`config.mk`:
```
export PLATFORM = sky130hd
export DESIGN_NAME = nucleic_acid_sequencer
export DESIGN_NICKNAME = d
export VERILOG_FILES = /design/src/rtl/nucleic_acid_sequencer_pkg.sv /design/src/rtl/nucleic_acid_sequencer_pump.sv /design/src/rtl/nucleic_acid_sequencer.sv
export SDC_FILE = /design/constraint.sdc
export NUM_CORES = 1
export LEC_CHECK = 0
export CAP_MARGIN = 20
export CORE_MARGIN = 10
export CORE_UTILIZATION = 35
export CTS_CLUSTER_SIZE = 24
export DETAILED_ROUTE_END_ITERATION = 6
export GPL_TIMING_DRIVEN = 0
export PLACE_DENSITY = 0.51
export SLEW_MARGIN = 20
export SYNTH_ARGS = -nofsm -noshare
export SYNTH_HDL_FRONTEND = slang
export SYNTH_SLANG_ARGS = --single-unit
```
`constraint.sdc`:
```
create_clock -name clk -period 2.1 [get_ports clk]
set_clock_uncertainty 0.2 [all_clocks]
set_input_delay 0.42 -clock clk [delete_from_list [all_inputs] [get_ports clk]]
set_output_delay 0.42 -clock clk [all_outputs]
set_load 0.03 [all_outputs]
```
`src/rtl/nucleic_acid_sequencer_pkg.sv`:
```
// Shared types and constants for the nucleic acid extraction sequencer:
// state encoding, valve vector layout, per-state open masks and pump phase table.
package nucleic_acid_pkg;

  typedef enum logic [2:0] {
    S_IDLE       = 3'd0,
    S_LYSIS_FILL = 3'd1,
    S_MIX        = 3'd2,
    S_BEAD_TRAP  = 3'd3,
    S_WASH       = 3'd4,
    S_ELUTE      = 3'd5,
    S_DONE       = 3'd6
  } state_t;

  // Port order; 1 = pressurised (closed)
  typedef struct packed {
    logic lysis;
    logic wash;
    logic elute;
    logic horiz;
    logic vertical;
    logic loop_exit;
    logic bead_vtl;
    logic bead_trap;
    logic collection;
    logic waste;
  } valve_t;

  localparam logic [2:0] PUMP_PAT [0:5] = '{3'b110, 3'b100, 3'b101, 3'b001, 3'b011, 3'b010};
  localparam logic [2:0] PUMP_OFF = 3'b111;

  localparam valve_t OPEN_NONE  = '0;
  localparam valve_t OPEN_LYSIS = '{lysis: 1'b1, vertical: 1'b1, horiz: 1'b1, default: 1'b0};
  localparam valve_t OPEN_TRAP  = '{bead_vtl: 1'b1, loop_exit: 1'b1, waste: 1'b1, default: 1'b0};
  localparam valve_t OPEN_WASH  = '{wash: 1'b1, vertical: 1'b1, loop_exit: 1'b1, waste: 1'b1,
                                    default: 1'b0};
  localparam valve_t OPEN_ELUTE = '{elute: 1'b1, vertical: 1'b1, loop_exit: 1'b1,
                                    bead_trap: 1'b1, collection: 1'b1, default: 1'b0};

  function automatic int eff_len(input int v);
    return (v <= 0) ? 1 : v;
  endfunction

  function automatic valve_t open_mask(input state_t s);
    case (s)
      S_LYSIS_FILL: return OPEN_LYSIS;
      S_BEAD_TRAP:  return OPEN_TRAP;
      S_WASH:       return OPEN_WASH;
      S_ELUTE:      return OPEN_ELUTE;
      default:      return OPEN_NONE;
    endcase
  endfunction

  function automatic logic is_pumping(input state_t s);
    return (s == S_MIX) || (s == S_BEAD_TRAP) || (s == S_WASH) || (s == S_ELUTE);
  endfunction

endpackage

```
`src/rtl/nucleic_acid_sequencer_pump.sv`:
```
// Three-valve peristaltic pump driver: prescaler, 6-phase walker, enable handling.
// With MIX_REVERSE_EN defined, direction flips after each completed cycle while rev_en is high.
module peristaltic_pump_driver
  import nucleic_acid_pkg::*;
#(
  parameter int CNT_W    = 16,
  parameter int PUMP_DIV = 16
) (
  input  logic       clk,
  input  logic       rst,
  input  logic       en,
`ifdef MIX_REVERSE_EN
  input  logic       rev_en,
`endif
  output logic [2:0] pump,
  output logic       cycle_done
);

  localparam logic [CNT_W-1:0] DIV_LAST = CNT_W'(eff_len(PUMP_DIV) - 1);

  logic [CNT_W-1:0] presc;
  logic [2:0]       phase;
  logic [2:0]       phase_adv;
  logic             active;
  logic             back;

`ifdef MIX_REVERSE_EN
  logic dir;
  assign back = dir & rev_en;
`else
  assign back = 1'b0;
`endif

  always_comb begin
    phase_adv = 3'd0;
    if (back) phase_adv = (phase == 3'd0) ? 3'd5 : phase - 3'd1;
    else      phase_adv = (phase == 3'd5) ? 3'd0 : phase + 3'd1;
  end

  // High on the last clock of a full six-phase cycle
  assign cycle_done = active && (presc == DIV_LAST) && (phase_adv == 3'd0);

  always_ff @(posedge clk or posedge rst) begin
    if (rst) begin
      presc  <= '0;
      phase  <= 3'd0;
      active <= 1'b0;
      pump   <= PUMP_OFF;
`ifdef MIX_REVERSE_EN
      dir    <= 1'b0;
`endif
    end else if (!en) begin
      presc  <= '0;
      phase  <= 3'd0;
      active <= 1'b0;
      pump   <= PUMP_OFF;
`ifdef MIX_REVERSE_EN
      dir    <= 1'b0;
`endif
    end else if (!active) begin
      active <= 1'b1;
      presc  <= '0;
      phase  <= 3'd0;
      pump   <= PUMP_PAT[0];
    end else if (presc == DIV_LAST) begin
      presc <= '0;
      phase <= phase_adv;
      pump  <= PUMP_PAT[phase_adv];
`ifdef MIX_REVERSE_EN
      if (cycle_done && rev_en) dir <= ~dir;
`endif
    end else begin
      presc <= presc + 1'b1;
    end
  end

endmodule

```
`src/rtl/nucleic_acid_sequencer.sv`:
```
// Protocol sequencer for the 4-lane extraction chip: lysis, mix, bead trap, wash, elute.
// Optional MIX_REVERSE_EN build makes the pump alternate direction during MIX.
module nucleic_acid_sequencer
  import nucleic_acid_pkg::*;
#(
  parameter int FILL_CYC  = 64,
  parameter int MIX_CYC   = 8,
  parameter int TRAP_CYC  = 128,
  parameter int WASH_CYC  = 256,
  parameter int ELUTE_CYC = 128,
  parameter int PUMP_DIV  = 16,
  parameter int CNT_W     = 16
) (
  input  logic       clk,
  input  logic       rst,
  input  logic       start,
  input  logic       abort,
  output logic       busy,
  output logic       done,
  output logic [2:0] step,
  output logic       lysis_ctl,
  output logic       wash_ctl,
  output logic       elute_ctl,
  output logic       horiz_ctl,
  output logic       vertical_ctl,
  output logic       loop_exit_ctl,
  output logic       bead_vtl_ctl,
  output logic       bead_trap_ctl,
  output logic       collection_ctl,
  output logic       waste_ctl,
  output logic       pump1,
  output logic       pump2,
  output logic       pump3
);

  localparam logic [CNT_W-1:0] FILL_LAST  = CNT_W'(eff_len(FILL_CYC) - 1);
  localparam logic [CNT_W-1:0] MIX_LAST   = CNT_W'(eff_len(MIX_CYC) * 6 * eff_len(PUMP_DIV) - 1);
  localparam logic [CNT_W-1:0] TRAP_LAST  = CNT_W'(eff_len(TRAP_CYC) - 1);
  localparam logic [CNT_W-1:0] WASH_LAST  = CNT_W'(eff_len(WASH_CYC) - 1);
  localparam logic [CNT_W-1:0] ELUTE_LAST = CNT_W'(eff_len(ELUTE_CYC) - 1);

  state_t           state;
  state_t           state_nxt;
  logic [CNT_W-1:0] cnt;
  valve_t           ctl_q;
  logic [2:0]       pump_vec;
  logic             pump_wrap;

  // MIX length is a whole number of pump cycles, so the wrap coincides with the count
  function automatic state_t next_state(input state_t s, input logic [CNT_W-1:0] c,
                                        input logic st, input logic ab, input logic wrap);
    if (ab) return S_IDLE;
    case (s)
      S_IDLE:       return st ? S_LYSIS_FILL : S_IDLE;
      S_LYSIS_FILL: return (c == FILL_LAST) ? S_MIX : S_LYSIS_FILL;
      S_MIX:        return (c == MIX_LAST && wrap) ? S_BEAD_TRAP : S_MIX;
      S_BEAD_TRAP:  return (c == TRAP_LAST) ? S_WASH : S_BEAD_TRAP;
      S_WASH:       return (c == WASH_LAST) ? S_ELUTE : S_WASH;
      S_ELUTE:      return (c == ELUTE_LAST) ? S_DONE : S_ELUTE;
      default:      return S_IDLE;
    endcase
  endfunction

  assign state_nxt = next_state(state, cnt, start, abort, pump_wrap);

  always_ff @(posedge clk or posedge rst) begin
    if (rst) begin
      state <= S_IDLE;
      cnt   <= '0;
      busy  <= 1'b0;
      done  <= 1'b0;
      ctl_q <= '1;
    end else begin
      state <= state_nxt;
      cnt   <= (state_nxt != state || state_nxt == S_IDLE) ? '0 : cnt + 1'b1;
      busy  <= !(state_nxt inside {S_IDLE, S_DONE});
      done  <= (state_nxt == S_DONE);
      ctl_q <= valve_t'(~open_mask(state_nxt));
    end
  end

  peristaltic_pump_driver #(
    .CNT_W    (CNT_W),
    .PUMP_DIV (PUMP_DIV)
  ) u_pump (
    .clk        (clk),
    .rst        (rst),
    .en         (is_pumping(state_nxt)),
`ifdef MIX_REVERSE_EN
    .rev_en     (state == S_MIX),
`endif
    .pump       (pump_vec),
    .cycle_done (pump_wrap)
  );

  assign step           = state;
  assign lysis_ctl      = ctl_q.lysis;
  assign wash_ctl       = ctl_q.wash;
  assign elute_ctl      = ctl_q.elute;
  assign horiz_ctl      = ctl_q.horiz;
  assign vertical_ctl   = ctl_q.vertical;
  assign loop_exit_ctl  = ctl_q.loop_exit;
  assign bead_vtl_ctl   = ctl_q.bead_vtl;
  assign bead_trap_ctl  = ctl_q.bead_trap;
  assign collection_ctl = ctl_q.collection;
  assign waste_ctl      = ctl_q.waste;
  assign {pump1, pump2, pump3} = pump_vec;

endmodule

```
# After elaboration in Yosys (flattened, before gate mapping)
# Memory sizes are Yosys's and may differ from the RTL's.
# Index checks and enable logic that the tools add are counted.
dict set report classes {
  mux 25
  bitwise 2
  add_sub_neg 3
  eq_ne 19
  reduce_logical 12
  n_lt_le_gt_ge 1
}
# cell count
set op_table {}
lappend op_table {{$mux W16} 4}
lappend op_table {{$pmux W10 S4} 1}
lappend op_table {{$mux W3} 12}
lappend op_table {{$add A16 B1 Y16 const B} 2}
lappend op_table {{$eq A3 B3 Y1 const B} 6}
lappend op_table {{$pmux W3 S6} 1}
lappend op_table {{$eq A16 B10 Y1 const B} 1}
lappend op_table {{$eq A16 B4 Y1 const B} 1}
lappend op_table {{$eq A16 B6 Y1 const B} 1}
lappend op_table {{$eq A16 B7 Y1 const B} 1}
lappend op_table {{$eq A16 B8 Y1 const B} 1}
lappend op_table {{$eq A3 B2 Y1 const B} 4}
lappend op_table {{$not A10 Y10} 1}
lappend op_table {{$logic_not A3 Y1} 3}
lappend op_table {{$eq A3 B1 Y1 const B} 2}
lappend op_table {{$mux W1} 5}
lappend op_table {{$ge A4 B4 Y1 const B} 1}
lappend op_table {{$logic_or A1 B1 Y1} 4}
lappend op_table {{$mux W2} 2}
lappend op_table {{$not A3 Y4} 1}
lappend op_table {{$add A3 B1 Y3 const B} 1}
lappend op_table {{$logic_and A1 B1 Y1} 3}
lappend op_table {{$ne A3 B3 Y1} 1}
lappend op_table {{$ne A3 B3 Y1 const B} 1}
lappend op_table {{2 further kinds} 2}
dict set report totals {
  output_inout_bits 18
  rom_bits 24
  register_bits 54
  memories 1
}
# memory words word_bits rd rd_ports_with_merged_regs wr line
set memory_table {}
lappend memory_table {{(no name shown)} 8 3 1 0 0 nucleic_acid_sequencer_pump.sv:68} ;# pump <= PUMP_PAT[phase_adv];

# Longest topological paths before layout
dict set report depth {
  word_depth 13
  depth_mapped 8
}

# Cells and area by module
# Synthesis repeated with hierarchy kept, for this count alone.
dict set report unflattened {
  cells_unflattened 264
  area_unflattened_um2 2600.0
}
# mod area_per_inst_um2 cells_per_inst instances
set modules_own_cells {}
lappend modules_own_cells {nucleic_acid_sequencer 1461.4 148 1}
lappend modules_own_cells {peristaltic_pump_driver 1138.6 116 1}

# Least setup slack after synthesis
# No wires, ideal clock.
dict set report synth_timing {
  kind {register to register}
  start {register state[1] (netlist: step[1])}
  end {register cnt[10]}
  path_stages_with_launch 9
  arrival_time_ps 1960
  required_time_ps 1781
  slack_ps -179
  setup_time_ps 119
  path_cell_list {dfrtp_1 buf_2 nand2b_1 or2_2 o221ai_2 nand2_2 o31ai_4 buf_6 nor2_2}
}
dict set report synth_between {
  elab_chain_cells 6
  elab_cells_between_ends 12
}
# element line
set synth_rtl {}
lappend synth_rtl {{start, declared} nucleic_acid_sequencer.sv:42} ;# state_t state;
lappend synth_rtl {{start signal, assigned} nucleic_acid_sequencer.sv:74} ;# state <= state_nxt;
lappend synth_rtl {{$eq A3 B3 Y1 (tied with other cells)} nucleic_acid_sequencer.sv:53} ;# case (s)
lappend synth_rtl {{$pmux W3 S6} nucleic_acid_sequencer.sv:53}
lappend synth_rtl {{$mux W3} nucleic_acid_sequencer.sv:53}
lappend synth_rtl {{$ne A3 B3 Y1 or $logic_not A3 Y1 (tied branches)} nucleic_acid_sequencer.sv:75} ;# cnt <= (state_nxt != state || state_nxt == S_IDLE) ? '0 : cnt + 1'b1;
lappend synth_rtl {{$logic_or A1 B1 Y1 (*)} nucleic_acid_sequencer.sv:75}
lappend synth_rtl {{$mux W16 (*)} nucleic_acid_sequencer.sv:75}
lappend synth_rtl {{end signal, assigned} nucleic_acid_sequencer.sv:75}
lappend synth_rtl {{end, declared} nucleic_acid_sequencer.sv:44} ;# logic [CNT_W-1:0] cnt;
# Mark *: on every way between the ends. The rest lies on a longest branch, timed or not.
# A chain may end at the register's enable or synchronous reset.

# Worst setup path in the final report
dict set report layout_timing {
  start {register cnt[12]}
  end {register ctl_q, in the netlist waste_ctl}
}
dict set report layout_between {
  elab_chain_cells 8
  elab_cells_between_ends 18
}
# element line
set layout_rtl {}
lappend layout_rtl {{$eq A16 B10 Y1} nucleic_acid_sequencer.sv:56} ;# S_MIX: return (c == MIX_LAST && wrap) ? S_BEAD_TRAP : S_MIX;
lappend layout_rtl {{$logic_and A1 B1 Y1} nucleic_acid_sequencer.sv:56}
lappend layout_rtl {{$mux W1} nucleic_acid_sequencer.sv:56}
lappend layout_rtl {{$pmux W3 S6 (*)} nucleic_acid_sequencer.sv:53}
lappend layout_rtl {{$mux W3 (*)} nucleic_acid_sequencer.sv:53}
lappend layout_rtl {{$eq A3 B3 Y1 (tied with other cells)} nucleic_acid_sequencer_pkg.sv:45} ;# case (s)
lappend layout_rtl {{$pmux W10 S4 (*)} nucleic_acid_sequencer_pkg.sv:45}
lappend layout_rtl {{$not A10 Y10 (*)} nucleic_acid_sequencer.sv:78} ;# ctl_q <= valve_t'(~open_mask(state_nxt));
lappend layout_rtl {{end signal, assigned} nucleic_acid_sequencer.sv:78}
lappend layout_rtl {{end, declared} nucleic_acid_sequencer.sv:45} ;# valve_t ctl_q;
# Marked as above.

==> impl_metrics.env <==
export IMPL_status="finished, violations left"
export IMPL_violations="negative setup slack"
export IMPL_p_leak_nw=1.323
export IMPL_num_rows=31
export IMPL_fill_cells=700
export IMPL_yosysMostFrequentCell="dfrtp_1"
export IMPL_fin_worst_hold_slack_ns=0.2832
export IMPL_maxCapViolCount=0
export IMPL_path_cells="nor4_4 > and4_4 > buf_6 > nand2_2 > a32o_2 > a2111o_1"
export IMPL_fin_nets=323
export IMPL_setup_tns_final_ns=-1.557
export IMPL_yosys_warnings=0
export IMPL_setup_violations=36
export IMPL_p_sw_mw=0.4210
export IMPL_drc_errors=0
export IMPL_dr_first_iter_drc_count=44
export IMPL_ant_nets=0
export IMPL_slew_headroom=0.5700
export IMPL_io_pin_count=22
export IMPL_ys_seq_area_frac=0.4912
export IMPL_numCtsBuffers=5
export IMPL_regArea_um2=1300
export IMPL_globalplace_congestion=0.7751
export IMPL_wl_mm=5.795
export IMPL_multi_input_area_um2=1410
export IMPL_worst_pin_slew_ns=0.6449
export IMPL_synth_common_cells="dfrtp_1, nor2_1, nand2_1"
export IMPL_grt_ovfl_total=0
export IMPL_synth_edf_count=0
export IMPL_min_path_type="in2async"
export IMPL_antenna_cells=0
export IMPL_grt_antenna_before_repair=0
export IMPL_syn_nets=267
export IMPL_reg2reg_to="waste_ctl$_DFF_PP1_"
export IMPL_grt_pass1_wl_mm=10.25
export IMPL_cellPowerDensity_nw_per_um2=492.8
export IMPL_crit_slowest_cell="dfrtp_1"
export IMPL_total_power_mw=1.709
export IMPL_pwr_share_comb=0.086
export IMPL_switching_share=0.2463
export IMPL_required_ns=2.13
export IMPL_clkPwrFrac=0.330
export IMPL_dieArea_um2=11360
export IMPL_reg2reg_slack_ns=-0.11
export IMPL_vias=2039
export IMPL_syn_area_per_cell_um2=10.05
export IMPL_crit_fanout=4
export IMPL_grt_usage=0.1084
export IMPL_clock_latency_ns=0.31
export IMPL_core_um2=7253
export IMPL_fmax_mhz=452.2
export IMPL_root_buffer="clkbuf_8"
export IMPL_final_core_utilization=0.4782
export IMPL_cts_tree="yes"
export IMPL_synth_top_cell_by_area="dfrtp_1"
export IMPL_syn_inst=261
export IMPL_cp_arrival_ns=2.24
export IMPL_worst_slack_ns=-0.1114
export IMPL_intPower_mw=1.288
export IMPL_async_reset_ff_frac=1.000
export IMPL_crit_path_end_kind="flip-flop"
export IMPL_cts_sinks=51
export IMPL_grt_pass1_vias=2063
export IMPL_worstSetupPathType="reg2reg"
export IMPL_vias_per_cell=4.890
export IMPL_portBuffers=20
export IMPL_netlist_area_leader_share=0.3910
export IMPL_drive_above_1_share=0.3648
export IMPL_grt_setup_unrepaired="yes"
export IMPL_firstDrtPassIters=4
export IMPL_r2r_start="cnt[12]$_DFF_PP0_"
export IMPL_ir_drop_mv=0.2098
export IMPL_clock_path_buffers=2
export IMPL_finalHoldViolations=0
export IMPL_max_stage_delay_ns=0.43
export IMPL_synth_area_top_cells="dfrtp_1, dfstp_2, nor2_1"
export IMPL_r2r_cells=6
export IMPL_startpoint_type="flip-flop"
export IMPL_area_growth_pct=32.19
export IMPL_dpl_worst_slack_ns=-0.5609
export IMPL_finalCritPeriodShare=1.053
export IMPL_die_h_um=106.6
export IMPL_cts_hold_buffers=0
export IMPL_wire_per_inst_um=13.90
export IMPL_ys_ff_latch=51
export IMPL_initial_utilization=0.3617
export IMPL_die_width_um=106.6
export IMPL_slew_viol_final=0
export IMPL_hpwl_mm=3.845
export IMPL_grt_max_degree=27
export IMPL_synth_main_ff_cell="dfrtp_1"
export IMPL_htreeDepth=2
export IMPL_syn_cell_area_um2=2624
export IMPL_p_seq_frac=0.584
export IMPL_path_clk_slew_ns=0.10
export IMPL_ys_types=48
export IMPL_min_period_ns=2.211
-- power groups by stage --
stage	sequential (mW)	clock, mW	combinational (mW)
finish	0.997	0.564	0.147
global route	0.999	0.623	0.160
CTS	0.998	0.584	0.147
detailed placement	1.02	0	0.125
global placement	1.02	0	0.120
floorplan	1.03	0	0.0643
-- worst max-delay path by stage --
stage	cells past startpoint	endpoint	from	slack, ns
2_1_floorplan	8	cnt[10]$_DFF_PP0_	u_pump.presc[0]$_DFF_PP0_	-0.13
3_3_place_gp	2	step[1]$_DFF_PP0_	rst	-0.95
3_5_place_dp	8	cnt[0]$_DFF_PP0_	u_pump.presc[0]$_DFF_PP0_	-0.56
4_1_cts	7	u_pump.pump[2]$_DFFE_PP1P_	cnt[14]$_DFF_PP0_	-0.11
5_1_grt	7	u_pump.pump[2]$_DFFE_PP1P_	cnt[12]$_DFF_PP0_	-0.23
6_report	6	waste_ctl$_DFF_PP1_	cnt[12]$_DFF_PP0_	-0.11
-- layout make-up --
type / count / area share
plain buffers: 13 / 0.02706
repair buffers: 49 / 0.1259
inverters: 6 / 0.006493
clock buffers: 7 / 0.02201
clock inverters: 1 / 0.001443
flip-flops and latches: 51 / 0.3748
multi-input cells: 191 / 0.4066
well taps: 99 / 0.03571
-- metal layers --
layer | routed length (um) | vias up | share of wire | GRT usage
met5 | 0 | - | 0 | 0
met4 | 70 | 0 | 0.012 | 0.03191
met3 | 211 | 8 | 0.036 | 0.02754
met2 | 2700 | 28 | 0.47 | 0.1694
met1 | 2812 | 1005 | 0.49 | 0.1443
li1 | - | 998 | - | -
-- sequential cells by signal, summed over array words and instances, names as in the netlist --
name / flops
waste_ctl: 1
step: 3
u_pump.presc: 16
bead_trap_ctl: 1
cnt: 16
vertical_ctl: 1
u_pump.pump: 3
u_pump.active: 1
done: 1
busy: 1
wash_ctl: 1
loop_exit_ctl: 1
horiz_ctl: 1
u_pump.phase: 3
bead_vtl_ctl: 1
-- layout by cell type (no fill, tap or decap), types with 10 or more instances in the layout --
cell type	n
nand2_1	25
nor2_1	30
xor2_1	15
xnor2_1	15
dfstp_2	10
dlygate4sd2_1	13
nor2_2	17
dfrtp_1	32
nand3_1	11
buf_4	26
-- cell families (layout without fill, tap and decap cells) --
logic type,after synthesis,in the layout,synth area share
AOI/OAI and AO/OA,23,23,0.07773
xor gates and xnor gates,30,30,0.1001
adders and majority gates,2,2,0.009536
buffers and inverters,19,76,0.03719
DFF,51,51,0.4912
muxes,3,3,0.01192
and+or+nand+nor,133,133,0.2723
-- repair_timing --
action,in CTS,in global routing
gates resized for setup,51,14
setup endpoints to repair,62,48
gates cloned,1,0
pin swaps,31,12
setup buffers,20,7
-- critical path, delay by kind of cell, from the launching register on --
kind	cells	cell delay, ns
compound gates	2	0.67
buf+inv	1	0.12
flops	1	0.43
simple gates	3	0.73
-- through the flow --
step	instance area, um^2	cells
global route	3468	417
global placement	2969	380
detailed placement	2989	381
CTS	3363	410
floorplan	2645	261
finish	3468	417
No activity file was read; power rests on OpenSTA's default activity.
==> patch 1, RTL diff (same settings) <==
`CNT_W` is set to 16 in 2 places; all go to 32.
--- a/src/rtl/nucleic_acid_sequencer_pump.sv
+++ b/src/rtl/nucleic_acid_sequencer_pump.sv
@@ -3,7 +3,7 @@
 module peristaltic_pump_driver
   import nucleic_acid_pkg::*;
 #(
-  parameter int CNT_W    = 16,
+  parameter int CNT_W    = 32,
   parameter int PUMP_DIV = 16
 ) (
   input  logic       clk,
--- a/src/rtl/nucleic_acid_sequencer.sv
+++ b/src/rtl/nucleic_acid_sequencer.sv
@@ -9,7 +9,7 @@
   parameter int WASH_CYC  = 256,
   parameter int ELUTE_CYC = 128,
   parameter int PUMP_DIV  = 16,
-  parameter int CNT_W     = 16
+  parameter int CNT_W     = 32
 ) (
   input  logic       clk,
   input  logic       rst,
Formal check against the unedited RTL: same outputs for any inputs over 10 cycles, from zero or initial values and one cycle with rst high; that may be too few to reach the edited logic, so the function may still have changed.
==> patch 1 against the unedited design <==
- the flow still finishes with violations (setup timing)
- area after synthesis up 68%
- highest routed layer unchanged
- sequential cell count up 32
- setup slack worse by 0.17 ns
- critical endpoint is now cnt[23]
- combinational power up 53%
- critical path depth up 3
- non-clock buffer count up 39
- maximum frequency down 7.1%
- largest power group is now clock
- power up 110%
- design area up 79%
- wire length up 96%
==> patch 1: results (changes against the unedited design) <==
status finished with violations (unchanged); failing checks setup timing (unchanged); routing usage on met1 0.171 (was 0.144); Peak VDD IR 0.483 mV (was 0.210 mV); met3 wire len 363 um (was 211 um); Synth Instances 456 (was 261); worst reg2reg path depth 9 (was 6); number of global-route vias before repair 3,715 (was 2,063); clk root buf clkbuf_16 (was clkbuf_8); Sw Pwr 793 uW (was 421 uW); routability cong. 0.792 (was 0.775); Final TNS setup -18.02 ns (was -1.56 ns); sequential share of the synthesized area 0.473 (was 0.491); setup slack after layout -0.282 ns (was -0.111 ns); total track usage 0.130 (was 0.108); Synth top cells by count 73 x dfrtp_1, 52 x nor2_1, 37 x nand2_1 (was 41 x dfrtp_1, 37 x nor2_1, 27 x nand2_1); TritonCTS Buffers 9 (was 5); max incr delay on CP 0.43 ns (about the same); crit path to cnt[23] (was waste_ctl); drt initial violations 250 (was 44); Post-DP Area 4970 um2 (was 2990 um2); largest net degree at the start of global routing 31 (was 27); port buffer count 21 (was 20); placed insts 647 (was 381); Max FO, Critical Path 10 (was 4); Top Registers cnt: 32 flops, u_pump.presc: 32 flops (was cnt: 16 flops, u_pump.presc: 16 flops); Flop pwr share 0.458 (was 0.584); Yosys cell types 51 (was 48); GRT met3 Usage 0.0377 (was 0.0275); worst rel slew slack 0.495 (was 0.570); Worst path slowest cell dfrtp_2 (was dfrtp_1); Seq. pwr 1.62 mW (was 997 uW); Setup WS pre-CTS -0.644 ns (was -0.561 ns); final WL 11.3 mm (was 5.80 mm); clk pwr 1.69 mW (was 564 uW); CTS max path bufs 2 (unchanged); Metal-1 WL 5.42 mm (was 2.81 mm); first-pass GRT wire length 19.0 mm (was 10.3 mm); H-tree depth 3 (was 2); crit path launch cnt[26] (was cnt[12]); final setup fails 82 (was 36); clk_lat worst skew 0.34 ns (was 0.31 ns); crit path DAT 2.37 ns (was 2.24 ns); top post-synthesis cells by area dfrtp_1 41%, xor2_1 6.3%, dfstp_2 6.0% (was dfrtp_1 39%, dfstp_2 10%, nor2_1 5.3%); M2 GR Usage 0.205 (was 0.169); WL per Instance 15.9 um (was 13.9 um); drt pass-1 iters 5 (was 4); wire length on met2 5.45 mm (was 2.70 mm)
patch 1: cells by family after synthesis:
family	share of synthesized area
multiplexers	0.00680
adder cells (fa/ha/maj)	0.00567
AND/OR/NAND/NOR	0.254
XOR/XNOR	0.113
buffers and inverters	0.0388
flip-flops	0.473
AO/OA/AOI/OAI	0.108
patch 1: worst reg2reg max path, delay by kind of cell (launching register included):
family	cells	cell delay (ns)
buffers and inverters	3	0.47
AO/OA/AOI/OAI	3	0.36
flip-flops	1	0.43
AND/OR/NAND/NOR	3	0.76
patch 1: area by class of cell:
cell class | instances | area, um2
Fill cell | 1099 | 5960
Multi-Input combinational cell | 335 | 2590
Sequential cell | 83 | 2100
Timing Repair Buffer | 76 | 718
Clock buffer | 13 | 280
Tap cell | 168 | 210
Buffer | 25 | 205
Inverter | 13 | 52.6
Clock inverter | 3 | 43.8
patch 1: repair_timing:
item / in CTS / in global routing
buffers inserted: 44 / 6
resized for setup: 89 / 53
pin swaps: 36 / 23
cloned: 4 / 0
setup endpoints to repair: 96 / 84
==> patch 2, RTL diff (same settings) <==
Made on the original files. Register the output `loop_exit_ctl`, with the module's reset; this adds one clock of latency there. The other outputs are not delayed to match.
--- a/src/rtl/nucleic_acid_sequencer.sv
+++ b/src/rtl/nucleic_acid_sequencer.sv
@@ -99,7 +99,13 @@
   assign elute_ctl      = ctl_q.elute;
   assign horiz_ctl      = ctl_q.horiz;
   assign vertical_ctl   = ctl_q.vertical;
-  assign loop_exit_ctl  = ctl_q.loop_exit;
+  always_ff @(posedge clk or posedge rst) begin
+    if (rst) begin
+      loop_exit_ctl <= '0;
+    end else begin
+      loop_exit_ctl <= ctl_q.loop_exit;
+    end
+  end
   assign bead_vtl_ctl   = ctl_q.bead_vtl;
   assign bead_trap_ctl  = ctl_q.bead_trap;
   assign collection_ctl = ctl_q.collection;
Function: changed (Yosys sat finds a counterexample within 4 cycles, from zero or initial values and one cycle with rst high).
==> patch 2 against the unedited design <==
- the flow still finishes with violations (setup timing)
- wire length rose by 1.4%
- setup slack gained 0.026 ns
- area after synthesis up 0.95%
- power is 2.5% higher
- design area increased by 2.6%
- non-clock buffer count grew 2
- via count shrank 1.5%
- sequential cell count increased by 1
- largest power group unchanged
==> patch 2: results (changes against the unedited design) <==
setup slack after layout -0.0850 ns (was -0.111 ns); CTS max path bufs 2 (unchanged); Post-DP HPWL 3.86 mm (was 3.85 mm); Filler Cell Count 723 (was 700); final WL 5.88 mm (was 5.80 mm); crit path DAT 2.22 ns (was 2.24 ns); sequential share of the synthesized area 0.496 (was 0.491); routability cong. 0.810 (was 0.775); Hold Path Class reg -> reg (was in -> async); mux cell area share after synthesis 0.0118 (was 0.0119); Peak VDD IR 0.190 mV (was 0.210 mV); first-pass GRT wire length 10.4 mm (was 10.3 mm); Nets 326 (was 323); top post-synthesis cells by area dfrtp_1 40%, dfstp_2 9.9%, nor2_1 5.2% (was dfrtp_1 39%, dfstp_2 10%, nor2_1 5.3%); final setup fails 38 (was 36); Synth Area in Adders 0.00945 (was 0.00954); clk slew on worst S/H paths 0.09 ns; post-CTS setup buffer count 26 (was 20); largest net degree at the start of global routing 28 (was 27); worst rel slew slack 0.475 (was 0.570); vias per cell 4.78 (was 4.89); drt initial violations 74 (was 44); number of global-route vias before repair 2,085 (was 2,063); failing checks setup timing (unchanged); drt pass-1 iters 4 (unchanged); XOR/XNOR Fraction of Synth Area 0.0992 (was 0.100); Max FO, Critical Path 7 (was 4); Sw Ratio 0.233 (was 0.246); fraction of layout cells with a size suffix above 1 0.358 (was 0.365); leak pwr 1.36 nW (was 1.32 nW); total track usage 0.111 (was 0.108); Synth top cells by count 42 x dfrtp_1, 37 x nor2_1, 27 x nand2_1 (was 41 x dfrtp_1, 37 x nor2_1, 27 x nand2_1); status finished with violations (unchanged); Setup WS pre-CTS -0.540 ns (was -0.561 ns); Synth Area in Compound Gates 0.0770 (was 0.0777); syn_nets 268 (was 267)
==> patch 2: through the flow <==
stage,hold WS (ns),instances,cell area [um2],util,TNS [ns]
after floorplan,0.179,262,2670,-,-1.53
after global placement,0.182,381,2990,0.411,-54.74
after detailed placement,0.182,382,3010,0.413,-17.19
after CTS,0.194,417,3440,0.472,-3.33
after global routing,0.200,420,3560,0.488,-8.08
final,0.193,420,3560,0.488,-2.00
==> patch 2: cell type report <==
cell class | count | area, um2 | area share
Tap cell | 99 | 124 | 0.0348
Inverter | 6 | 22.5 | 0.00633
Buffer | 13 | 90.1 | 0.0253
Multi-Input combinational cell | 191 | 1460 | 0.409
Clock buffer | 8 | 90.1 | 0.0253
Timing Repair Buffer | 51 | 457 | 0.128
Sequential cell | 52 | 1320 | 0.371
==> patch 2: layer usage <==
layer,wire [um],up-vias,GRT usage
met3,168,6,0.0323
met1,2730,978,0.141
li1,-,1007,-
met2,2930,18,0.179
met5,0,-,0
met4,51,0,0.0280
==> patch 2: power by group through the flow <==
stage	Combinational, mW	Sequential, mW	Clock (mW)
after floorplan	0.0646	1.05	0
after global placement	0.120	1.04	0
after detailed placement	0.126	1.04	0
after CTS	0.150	1.02	0.614
after global routing	0.162	1.02	0.670
final	0.149	1.02	0.586
==> patch 2: worst paths after layout <==
check	from	endpoint	slack, ns	cells past startpoint
setup / recovery	cnt[8]	u_pump.pump[2]	-0.08	7
hold / removal	ctl_q[4]	loop_exit_ctl	0.19	0
setup reg to reg	cnt[8]	u_pump.pump[2]	-0.08	7
hold reg to reg	ctl_q[4]	loop_exit_ctl	0.19	0
max in group asynchronous	rst	u_pump.pump[0]	0.78	3
min in group asynchronous	rst	u_pump.presc[13]	0.30	2
